### src/rtl/instruction_fetch_unit_pkg.sv
// ============================================================================
// Module   : fetch_pkg
// Brief    : Shared constants and state encoding for the instruction fetch unit
// Revision : 1.0
// ============================================================================
`default_nettype none

package fetch_pkg;

    localparam logic [31:0] TEXT_BASE_DEFAULT = 32'h0040_0000;
    localparam logic [31:0] NOP_WORD          = 32'h0000_0000;
    localparam int          WORD_BYTES        = 4;

    typedef enum logic [0:0] {
        RUN   = 1'b0,
        FAULT = 1'b1
    } fetch_state_t;

endpackage

`default_nettype wire

### src/rtl/instruction_fetch_unit_pc_register.sv
// ============================================================================
// Module   : pc_register
// Brief    : Program counter flop with redirect / stall / increment next-PC mux
// Revision : 1.0
// ============================================================================
`default_nettype none

module pc_register
    import fetch_pkg::*;
#(
    parameter int                    DATA_WIDTH = 32,
    parameter logic [DATA_WIDTH-1:0] RESET_PC   = TEXT_BASE_DEFAULT
) (
    input  logic                  clk,
    input  logic                  reset,
    input  logic                  redirect_i,
    input  logic                  stall_i,
    input  logic [DATA_WIDTH-1:0] target_i,
    output logic [DATA_WIDTH-1:0] pc_o
);

    logic [DATA_WIDTH-1:0] pc_q;
    logic [DATA_WIDTH-1:0] pc_d;

    always_comb begin
        pc_d = pc_q;
        if (redirect_i) begin
            // Word alignment is forced here; misalignment is judged upstream.
            pc_d = target_i & ~DATA_WIDTH'(3);
        end else if (!stall_i) begin
            pc_d = pc_q + DATA_WIDTH'(WORD_BYTES);
        end
    end

    always_ff @(posedge clk or posedge reset) begin
        if (reset) begin
            pc_q <= RESET_PC;
        end else begin
            pc_q <= pc_d;
        end
    end

    assign pc_o = pc_q;

endmodule

`default_nettype wire

### src/rtl/instruction_fetch_unit.sv
// ============================================================================
// Module   : instruction_fetch_unit
// Brief    : PC owner and IF/ID register stage; optional fetch range checking
//            enabled by defining FETCH_BOUNDS_CHECK_EN.
// Revision : 1.0
// ============================================================================
`default_nettype none

module instruction_fetch_unit
    import fetch_pkg::*;
#(
    parameter int                    DATA_WIDTH   = 32,
    parameter int                    MEMORY_DEPTH = 64,
    parameter logic [DATA_WIDTH-1:0] TEXT_BASE    = TEXT_BASE_DEFAULT
) (
    input  logic                  clk,
    input  logic                  reset,
    input  logic                  Stall_i,
    input  logic                  Redirect_i,
    input  logic [DATA_WIDTH-1:0] Target_i,
    input  logic [DATA_WIDTH-1:0] Instruction_i,
    output logic [DATA_WIDTH-1:0] Address_o,
    output logic [DATA_WIDTH-1:0] Instruction_o,
    output logic [DATA_WIDTH-1:0] Pc_plus4_o,
    output logic                  Valid_o,
    output logic                  Fault_o
);

    fetch_state_t          state_q, state_d;
    logic [DATA_WIDTH-1:0] instr_q, instr_d;
    logic [DATA_WIDTH-1:0] pc_plus4_q, pc_plus4_d;
    logic                  valid_q, valid_d;
    logic [DATA_WIDTH-1:0] pc;
    logic [DATA_WIDTH-1:0] pc_inc;
    logic                  running;
    logic                  fault_hit;
    logic                  pc_load;
    logic                  pc_hold;

    assign running = (state_q == RUN);
    assign pc_inc  = pc + DATA_WIDTH'(WORD_BYTES);

`ifdef FETCH_BOUNDS_CHECK_EN
    localparam logic [DATA_WIDTH-1:0] TEXT_LIMIT =
        TEXT_BASE + DATA_WIDTH'(WORD_BYTES * MEMORY_DEPTH);

    logic [DATA_WIDTH-1:0] pc_cand;

    // Judge the PC that would be loaded this edge; a hit freezes the PC instead.
    always_comb begin
        pc_cand   = Redirect_i ? (Target_i & ~DATA_WIDTH'(3)) : pc_inc;
        fault_hit = 1'b0;
        if (running && (Redirect_i || !Stall_i)) begin
            fault_hit = (pc_cand < TEXT_BASE) || (pc_cand >= TEXT_LIMIT) ||
                        (Redirect_i && (Target_i[1:0] != 2'b00));
        end
    end

    assign Fault_o = (state_q == FAULT);
`else
    assign fault_hit = 1'b0;
    assign Fault_o   = 1'b0;
`endif

    assign pc_load = running && Redirect_i && !fault_hit;
    assign pc_hold = !running || fault_hit || Stall_i;

    pc_register #(
        .DATA_WIDTH (DATA_WIDTH),
        .RESET_PC   (TEXT_BASE)
    ) u_pc_register (
        .clk        (clk),
        .reset      (reset),
        .redirect_i (pc_load),
        .stall_i    (pc_hold),
        .target_i   (Target_i),
        .pc_o       (pc)
    );

    always_comb begin
        state_d    = state_q;
        instr_d    = instr_q;
        pc_plus4_d = pc_plus4_q;
        valid_d    = valid_q;
        case (state_q)
            RUN: begin
                if (fault_hit) begin
                    state_d = FAULT;
                    valid_d = 1'b0;
                end else if (Redirect_i) begin
                    instr_d = NOP_WORD;
                    valid_d = 1'b0;
                end else if (!Stall_i) begin
                    instr_d    = Instruction_i;
                    pc_plus4_d = pc_inc;
                    valid_d    = 1'b1;
                end
            end
            FAULT: begin
                valid_d = 1'b0;
            end
            default: begin
                state_d = RUN;
            end
        endcase
    end

    always_ff @(posedge clk or posedge reset) begin
        if (reset) begin
            state_q    <= RUN;
            instr_q    <= NOP_WORD;
            pc_plus4_q <= '0;
            valid_q    <= 1'b0;
        end else begin
            state_q    <= state_d;
            instr_q    <= instr_d;
            pc_plus4_q <= pc_plus4_d;
            valid_q    <= valid_d;
        end
    end

    assign Address_o     = pc;
    assign Instruction_o = instr_q;
    assign Pc_plus4_o    = pc_plus4_q;
    assign Valid_o       = valid_q;

endmodule

`default_nettype wire

### config.mk
export PLATFORM = sky130hd
export DESIGN_NAME = instruction_fetch_unit
export DESIGN_NICKNAME = d
export VERILOG_FILES = /design/src/rtl/instruction_fetch_unit_pkg.sv /design/src/rtl/instruction_fetch_unit_pc_register.sv /design/src/rtl/instruction_fetch_unit.sv
export SDC_FILE = /design/constraint.sdc
export NUM_CORES = 1
export LEC_CHECK = 0
export BUFFER_PORTS_ARGS = -buffer_cell sky130_fd_sc_hd__buf_2
export CORE_ASPECT_RATIO = 0.6
export CORE_MARGIN = 2
export CORE_UTILIZATION = 54
export CTS_CLUSTER_DIAMETER = 40
export DETAILED_ROUTE_END_ITERATION = 10
export GPL_ROUTABILITY_DRIVEN = 0
export GPL_TIMING_DRIVEN = 1
export PLACE_DENSITY = 0.86
export SLEW_MARGIN = 20
export SYNTH_ARGS = -nofsm -noshare
export SYNTH_HDL_FRONTEND = slang
export SYNTH_SLANG_ARGS = --single-unit
export TNS_END_PERCENT = 10
### constraint.sdc
create_clock -name clk -period 5.5 [get_ports clk]
set_input_delay 0.275 -clock clk [delete_from_list [all_inputs] [get_ports clk]]
set_output_delay 0.275 -clock clk [all_outputs]
set_load 0.05 [all_outputs]
-- After elaboration in Yosys (flattened, before gate mapping)
Index checks and enable logic that the tools add are counted.
- $add $sub $neg: 1
- equality and inequality tests: 3
- mux-type cells: 8
- bitwise gates (word level): 3
- reduce and logical (&&, ||, !) cells: 4
- operator list (operator ; number):
    $mux W32 ; 4
    $add A32 B3 Y32 const B ; 1
    $mux W1 ; 3
    $ne A3 B3 Y1 const B ; 1
    $not A1 Y1 ; 3
    $reduce_and A3 Y1 ; 1
    $ne A2 B1 Y1 const B ; 1
    $ne A2 B2 Y1 const B ; 1
    $pmux W1 S2 ; 1
    $reduce_and A2 Y1 ; 1
    $logic_and A1 B1 Y1 ; 1
    $logic_or A1 B1 Y1 ; 1
- flip-flop bits (word level): 98
- input bits: 68
- output and inout bits: 98
- word-level logic and storage cells: 24

-- Longest topological paths before layout
Gate-level depths: netlist (run 1).
- word-level depth: 3
- depth in mapped cells: 7
- gate-level depth less buffers: 6

-- Hierarchy
From an unflattened synthesis (run 1), not the netlist that was laid out.
- cells, all modules: 523
- area, all modules: 5051.1 µm²
- by module, submodules not included (module ; times used ; cells each ; area each (µm²) ; sequential area each (µm²)):
    instruction_fetch_unit ; 1 ; 324 ; 3246.9 ; 1626.6
    pc_register ; 1 ; 199 ; 1804.2 ; 752.0

-- Least setup slack after synthesis (run 1)
No wires, ideal clock.
- kind: reg-to-reg
- from: reg u_pc_register.pc_q[2] (netlist: u_pc_register.pc_o[2])
- to: reg u_pc_register.pc_q[24] (netlist: u_pc_register.pc_o[24])
- library setup time: 0.125 ns
- arrival time: 2.338 ns
- data required time: 5.375 ns
- path slack: 3.037 ns
- stages on the path, launching flop included: 8
- path buffers: 1
- period minus slack after synthesis: 2.463 ns
- cell sequence: dfrtp_1 > ha_1 > nand4_1 > or3_1 > buf_2 > nor4_2 > xor2_1 > mux2_2
- cells in the longest elaborated chain, start to end: 3
- ends and longest elaborated chain (item ; line ; text):
    start, declared ; instruction_fetch_unit_pc_register.sv:22 ; logic [DATA_WIDTH-1:0] pc_q;
    start signal, assigned ; instruction_fetch_unit_pc_register.sv:39 ; pc_q <= pc_d;
    $add A32 B3 Y32 ; instruction_fetch_unit_pc_register.sv:31 ; pc_d = pc_q + DATA_WIDTH'(WORD_BYTES);
    $mux W32 ; instruction_fetch_unit_pc_register.sv:30 ; end else if (!stall_i) begin
    $mux W32 ; instruction_fetch_unit_pc_register.sv:27 ; if (redirect_i) begin
No other way between the ends. The select of a mux whose other input is x is not followed.
A chain may end at the register's enable or synchronous reset.

-- Final worst setup path (run 1)
Same ends and word-level chain as after synthesis.

==> results.json, run 1 <==
{
  "clockBufferDepth": 2,
  "wl_per_cell_um": 16.3,
  "grt_util_met3_pct": 9.47,
  "layout.nets": 677,
  "final_cell_mix": "buf_2 (158), dfrtp_1 (92), nor2_1 (74)",
  "netlist_instances": 468,
  "slew_viol_final": 0,
  "ir_drop_v": 0.000207,
  "multi_input_area_sq_mm": 0.00207,
  "cts_setup_buffers": 0,
  "cts.sinks": 93,
  "io_pins": 166,
  "fillers": 600,
  "layout_commonest_cell": "buf_2",
  "via_count": 3895,
  "wirelength_um": 11800,
  "finalHoldViolCount": 0,
  "clkSlewWorstSetupHoldPaths_ps": 60,
  "endpoint_kind": "flop",
  "critPathLaunchType": "flop",
  "fp.coreArea_sq_mm": 0.00804,
  "finalCritPeriodShare_pct": 45.3,
  "syn-cell-area_sq_mm": 0.00457,
  "critical_path_class": "flop to flop",
  "port_buffers": 158,
  "status": "finished clean",
  "finalCriticalPeriod_ps": 2490,
  "grt-busiest-layer": "met2",
  "synth_edf_count": 0,
  "antenna_found_initial": 1,
  "grt_overflow_total": 0,
  "seq_area_sq_mm": 0.00233,
  "avgSynthCellArea_sq_um": 9.77,
  "drive_gt1_share_pct": 32.3,
  "cts_hold_buf": 0,
  "detail_route.vias_per_cell": 5.40,
  "p_per_area_mw_per_mm2": 356,
  "first_global_vias": 3638,
  "fin_worst_skew_ps": 6.03,
  "finalSetupTns_ps": 0,
  "rows": 25,
  "max_cap_violations": 0,
  "hpwlAfterDp_um": 8250,
  "grt_use_met2_pct": 39.2,
  "yosysWarnings": 0,
  "grt.met1_usage_pct": 37.6,
  "cts-buffers-inserted": 9,
  "synth_compound_area_share_pct": 6.62,
  "max_slew_margin_pct": 43.6,
  "grt_usage_pct": 26.5,
  "crit_arrival_ps": 2710,
  "yosys.area_share.xor_xnor_pct": 10.2,
  "fp.dieW_um": 123,
  "syn2layout_area_growth_pct": 25.0,
  "r2r_slack_ps": 3010,
  "ys_seq_area_share_pct": 50.9,
  "worstMarginPinSlew_ps": 846,
  "clock_latency_ps": 340,
  "max_freq_ghz": 0.401,
  "synth_cell_types": 42,
  "grt_max_degree": 94,
  "synth_ff_type": "dfrtp_1",
  "crit_fanout": 10,
  "whs_ps": 147,
  "drtPass1Iterations": 5,
  "antenna_cells": 0,
  "initial_utilization_pct": 56.9,
  "grt_pass1_wl_um": 18400,
  "hp-class": "input port to flop",
  "die_h_um": 75.3,
  "muxShareOfSynthArea_pct": 8.21,
  "drc": 0,
  "cts_tree": "yes",
  "drt_iter0_drc": 356,
  "async_reset_ff_share_pct": 100,
  "grt_setup_unrepaired": "false",
  "yosys.area_share.simple_pct": 19.5,
  "die_area_sq_mm": 0.00924,
  "cp.required_ps": 5720,
  "ctsResizeCount": 0,
  "leakagePower_nw": 2.73,
  "synth_top_family_by_area": "simple AND/OR/NAND/NOR gates",
  "finalSetupViolations": 0,
  "synth.ff_latch_count": 93,
  "cts_max_level": 3,
  "synth-adder-area-share_pct": 0.274,
  "antenna_left": 0,
  "root_buffer": "clkbuf_16"
}
==> layer usage <==
layer  part of all wire (%)  wire length (um)
met1                     45              5330
met4                   0.58                68
met2                     46              5370
met3                    8.4               986
met5                   0.11                13
==> sequential cells by signal (all words and copies together), names as in the netlist <==
signal / count
Pc_plus4_o: 30
Instruction_o: 32
Valid_o: 1
u_pc_register.pc_o: 30
==> synth_stat cells, drive strengths merged (4+ instances only) <==
master	count	area share [%]
inv	6	0.49
nor3	15	1.9
and3	4	0.55
clkbuf	23	1.9
a21oi	30	3.3
nand2	37	3.0
dfrtp	92	50
buf	14	1.8
xor2	21	4.0
nand3	18	2.1
or2	4	0.55
nor2	75	6.2
mux2i	33	7.2
xnor2	32	6.1
mux2	4	0.99
nor4	5	1.4
nand4	15	2.5
o21ai	24	2.6
==> report_power, final <==
group | leakage [nW] | switching (mW) | internal, mW | total [mW]
Sequential | 1.13 | 0.0710 | 0.755 | 0.826
Combinational | 1.43 | 0.398 | 0.135 | 0.533
Clock | 0.163 | 0.250 | 0.422 | 0.672
==> worst max-delay path: stages, from the launching register on <==
cell and delay [ps]:
dfrtp_1 460, ha_1 270, nand4_1 260, or3_1 650, nor4_2 340, xor2_1 120
mux2_2 270
==> area by class of cell <==
cell class | count | share of cell area [%]
Clock buffer | 12 | 4.49
Clock inverter | 4 | 1.23
Inverter | 6 | 0.416
Multi-Input combinational cell | 336 | 36.3
Sequential cell | 93 | 40.8
Tap cell | 108 | 2.37
Timing Repair Buffer | 162 | 14.4
==> kinds of logic (layout without fill, tap and decap cells) <==
| group | Yosys count | count (layout) |
|---|---|---|
| AO/OA/AOI/OAI | 58 | 58 |
| buffers and inverters | 43 | 184 |
| adder cells (fa/ha/maj) | 1 | 1 |
| flip-flops | 93 | 93 |
| XOR/XNOR | 53 | 53 |
| multiplexers | 37 | 37 |
| other | 1 | 5 |
| AND/OR/NAND/NOR | 182 | 182 |
==> final timing paths <==
kind | from | to | depth (start not counted)
max in group asynchronous | reset | u_pc_register.pc_o[13] | 3
max | u_pc_register.pc_o[2] | u_pc_register.pc_o[24] | 6
min reg2reg | Instruction_o[8] | Instruction_o[8] | 2
min | Target_i[25] | u_pc_register.pc_o[25] | 3
min in group asynchronous | reset | Instruction_o[15] | 3
max reg2reg | u_pc_register.pc_o[2] | u_pc_register.pc_o[24] | 6
==> through the flow <==
step | area [sq um] | utilization, % | setup slack, ps | power [mW] | std cells
after floorplan | 4590 | - | 2810 | 1.23 | 472
after global placement | 5380 | 67.0 | 3150 | 1.35 | 705
after detailed placement | 5390 | 67.0 | 3060 | 1.37 | 705
after CTS | 5710 | 71.1 | 3030 | 2.04 | 721
after global routing | 5710 | 71.1 | 2910 | 2.12 | 721
final | 5710 | 71.1 | 3010 | 2.03 | 721
(Power assumes the default switching activity.)
==> inputs of run 2 (changes only) <==
--- a/config.mk
+++ b/config.mk
@@ -8,12 +8,12 @@
 export BUFFER_PORTS_ARGS = -buffer_cell sky130_fd_sc_hd__buf_2
 export CORE_ASPECT_RATIO = 0.6
 export CORE_MARGIN = 2
-export CORE_UTILIZATION = 54
+export CORE_UTILIZATION = 50
 export CTS_CLUSTER_DIAMETER = 40
 export DETAILED_ROUTE_END_ITERATION = 10
 export GPL_ROUTABILITY_DRIVEN = 0
 export GPL_TIMING_DRIVEN = 1
-export PLACE_DENSITY = 0.86
+export PLACE_DENSITY = 0.81
 export SLEW_MARGIN = 20
 export SYNTH_ARGS = -nofsm -noshare
 export SYNTH_HDL_FRONTEND = slang
==> constraint.sdc (replaced) <==
create_clock -name clk -period 2.5 [get_ports clk]
set_input_delay 0.125 -clock clk [delete_from_list [all_inputs] [get_ports clk]]
set_output_delay 0.125 -clock clk [all_outputs]
set_load 0.05 [all_outputs]
==> run 2 against run 1 <==
  * Cell count is 3.7% higher
  * Fmax is 10% higher
  * Utilization is 2.7 points lower
  * Setup slack worse by 2800 ps
  * Clock power is 120% higher
  * Critical path depth stayed put
  * Via count is 2.9% higher
  * Routed wire length is 3.6% higher
  * First-iteration DRC count is 31% lower
  * Total power is 120% higher
  * Largest power group unchanged
==> results.json, run 2 (synthesis gave the netlist of run 1 again) <==
{
  "status": "finished clean",
  "fin_cells": 748,
  "finalSetupViolations": 0,
  "place_ws_ps": 158,
  "max_slew_margin_pct": 61.5,
  "crit_family": "simple AND/OR/NAND/NOR gates",
  "layout_commonest_cell": "buf_2",
  "grt_overflow_total": 0,
  "worstPathCellList": "ha_1 > nand4_1 > or3_4 > nor4_2 > xor2_1 > mux2_2",
  "drtPass1Iterations": 4,
  "finalHoldViolCount": 0,
  "first_global_vias": 3902,
  "fp.coreArea_sq_mm": 0.00869,
  "cts-buffers-inserted": 9,
  "clkSlewWorstSetupHoldPaths_ps": 70,
  "via_count": 4008,
  "cts_tree": "yes",
  "drc": 0,
  "max_cap_violations": 0,
  "fp.dieW_um": 127,
  "finalCriticalPeriod_ps": 2260,
  "hpwlAfterDp_um": 8620,
  "drive_gt1_share_pct": 33.2,
  "endpoint_kind": "flop",
  "hp-class": "input port to flop",
  "crit_arrival_ps": 2490,
  "worst_slack_ps": 235,
  "worst-path-buf-inv": 0,
  "io_pins": 166,
  "ir_drop_v": 0.000580,
  "grt_max_degree": 94,
  "cts_max_level": 3,
  "antenna_found_initial": 0,
  "rows": 26,
  "grt_pass1_wl_um": 19500,
  "cp_slowest_cell": "or3_4",
  "finalSetupTns_ps": 0,
  "wirelength_um": 12200,
  "seq_area_sq_mm": 0.00233,
  "p_per_area_mw_per_mm2": 760,
  "critical_path_class": "flop to flop",
  "wl_per_cell_um": 16.3,
  "antenna_cells": 0,
  "worstMarginPinSlew_ps": 578,
  "place_inst": 720,
  "layout.nets": 700,
  "multi_input_area_sq_mm": 0.00208,
  "cts_setup_buffers": 0,
  "port_buffers": 158,
  "max_freq_ghz": 0.442,
  "die_area_sq_mm": 0.00995,
  "largest_reg_flops": 32,
  "clockBufferDepth": 2,
  "max_stage_delay_ps": 540,
  "leakagePower_nw": 2.83,
  "clock_latency_ps": 340,
  "fillers": 676,
  "grt_usage_pct": 25.1,
  "grt_setup_unrepaired": "false",
  "detail_route.vias_per_cell": 5.36,
  "root_buffer": "clkbuf_16",
  "finalCritPeriodShare_pct": 90.6,
  "fin_worst_skew_ps": 10.3,
  "slew_viol_final": 0,
  "drt_iter0_drc": 247,
  "cp.required_ps": 2720,
  "die_h_um": 78.1,
  "crit_fanout": 10,
  "cts.sinks": 93,
  "critPathLaunchType": "flop",
  "initial_utilization_pct": 52.6,
  "final_cell_mix": "buf_2 (158), dfrtp_1 (92), nor2_1 (74)",
  "syn2layout_area_growth_pct": 29.9,
  "whs_ps": 6.12,
  "antenna_left": 0
}
[run 2: worst paths after layout]
| check | start | to | slack, ps | depth (start not counted) |
|---|---|---|---|---|
| setup / recovery | u_pc_register.pc_o[3] | u_pc_register.pc_o[24] | 240 | 6 |
| hold / removal | Target_i[10] | u_pc_register.pc_o[10] | 6 | 3 |
| setup reg to reg | u_pc_register.pc_o[3] | u_pc_register.pc_o[24] | 240 | 6 |
| hold reg to reg | Pc_plus4_o[3] | Pc_plus4_o[3] | 520 | 1 |
| max in group asynchronous | reset | u_pc_register.pc_o[22] | 1620 | 4 |
| min in group asynchronous | reset | Instruction_o[2] | 460 | 4 |
[run 2: report_power, final]
group	internal (mW)	switching, mW
combinational	0.323	0.895
clock	0.902	0.583
sequential	1.66	0.145
[run 2: metrics by stage]
step | cell area, sq um | power (mW) | util [%]
finish | 5940 | 4.51 | 68.3
global route | 5940 | 4.68 | 68.3
CTS | 5930 | 4.54 | 68.3
detailed placement | 5490 | 3.03 | 63.2
global placement | 5490 | 3.00 | 63.2
floorplan | 4590 | 2.71 | -
[run 2: worst reg2reg max path, stage by stage, from the launching register on]
cell and delay (ps):
dfrtp_1 410, ha_1 250, nand4_1 260, or3_4 540
nor4_2 310, xor2_1 100, mux2_2 270
[run 2: final cells by class]
type                       count  area share, %
inverter                       6          0.443
tap                          112           2.36
sequential                    93           39.2
clock inverter                 6           1.45
timing repair buffer         185           17.5
clock buffer                  10           4.03
multi-input combinational    336           35.0
[run 2: what timing repair did]
action,4_1_cts,5_1_grt
hold buffers,12,0
gates resized for setup,0,1
endpoints found under the setup margin,0,1
endpoints found under the hold margin,103,0
[run 2: per-layer routing]
metal,global-route usage (%),part of all wire (%)
met4,5.82,1.0
met5,0,0
met1,34.3,45
met2,39.5,46
met3,8.04,7.8
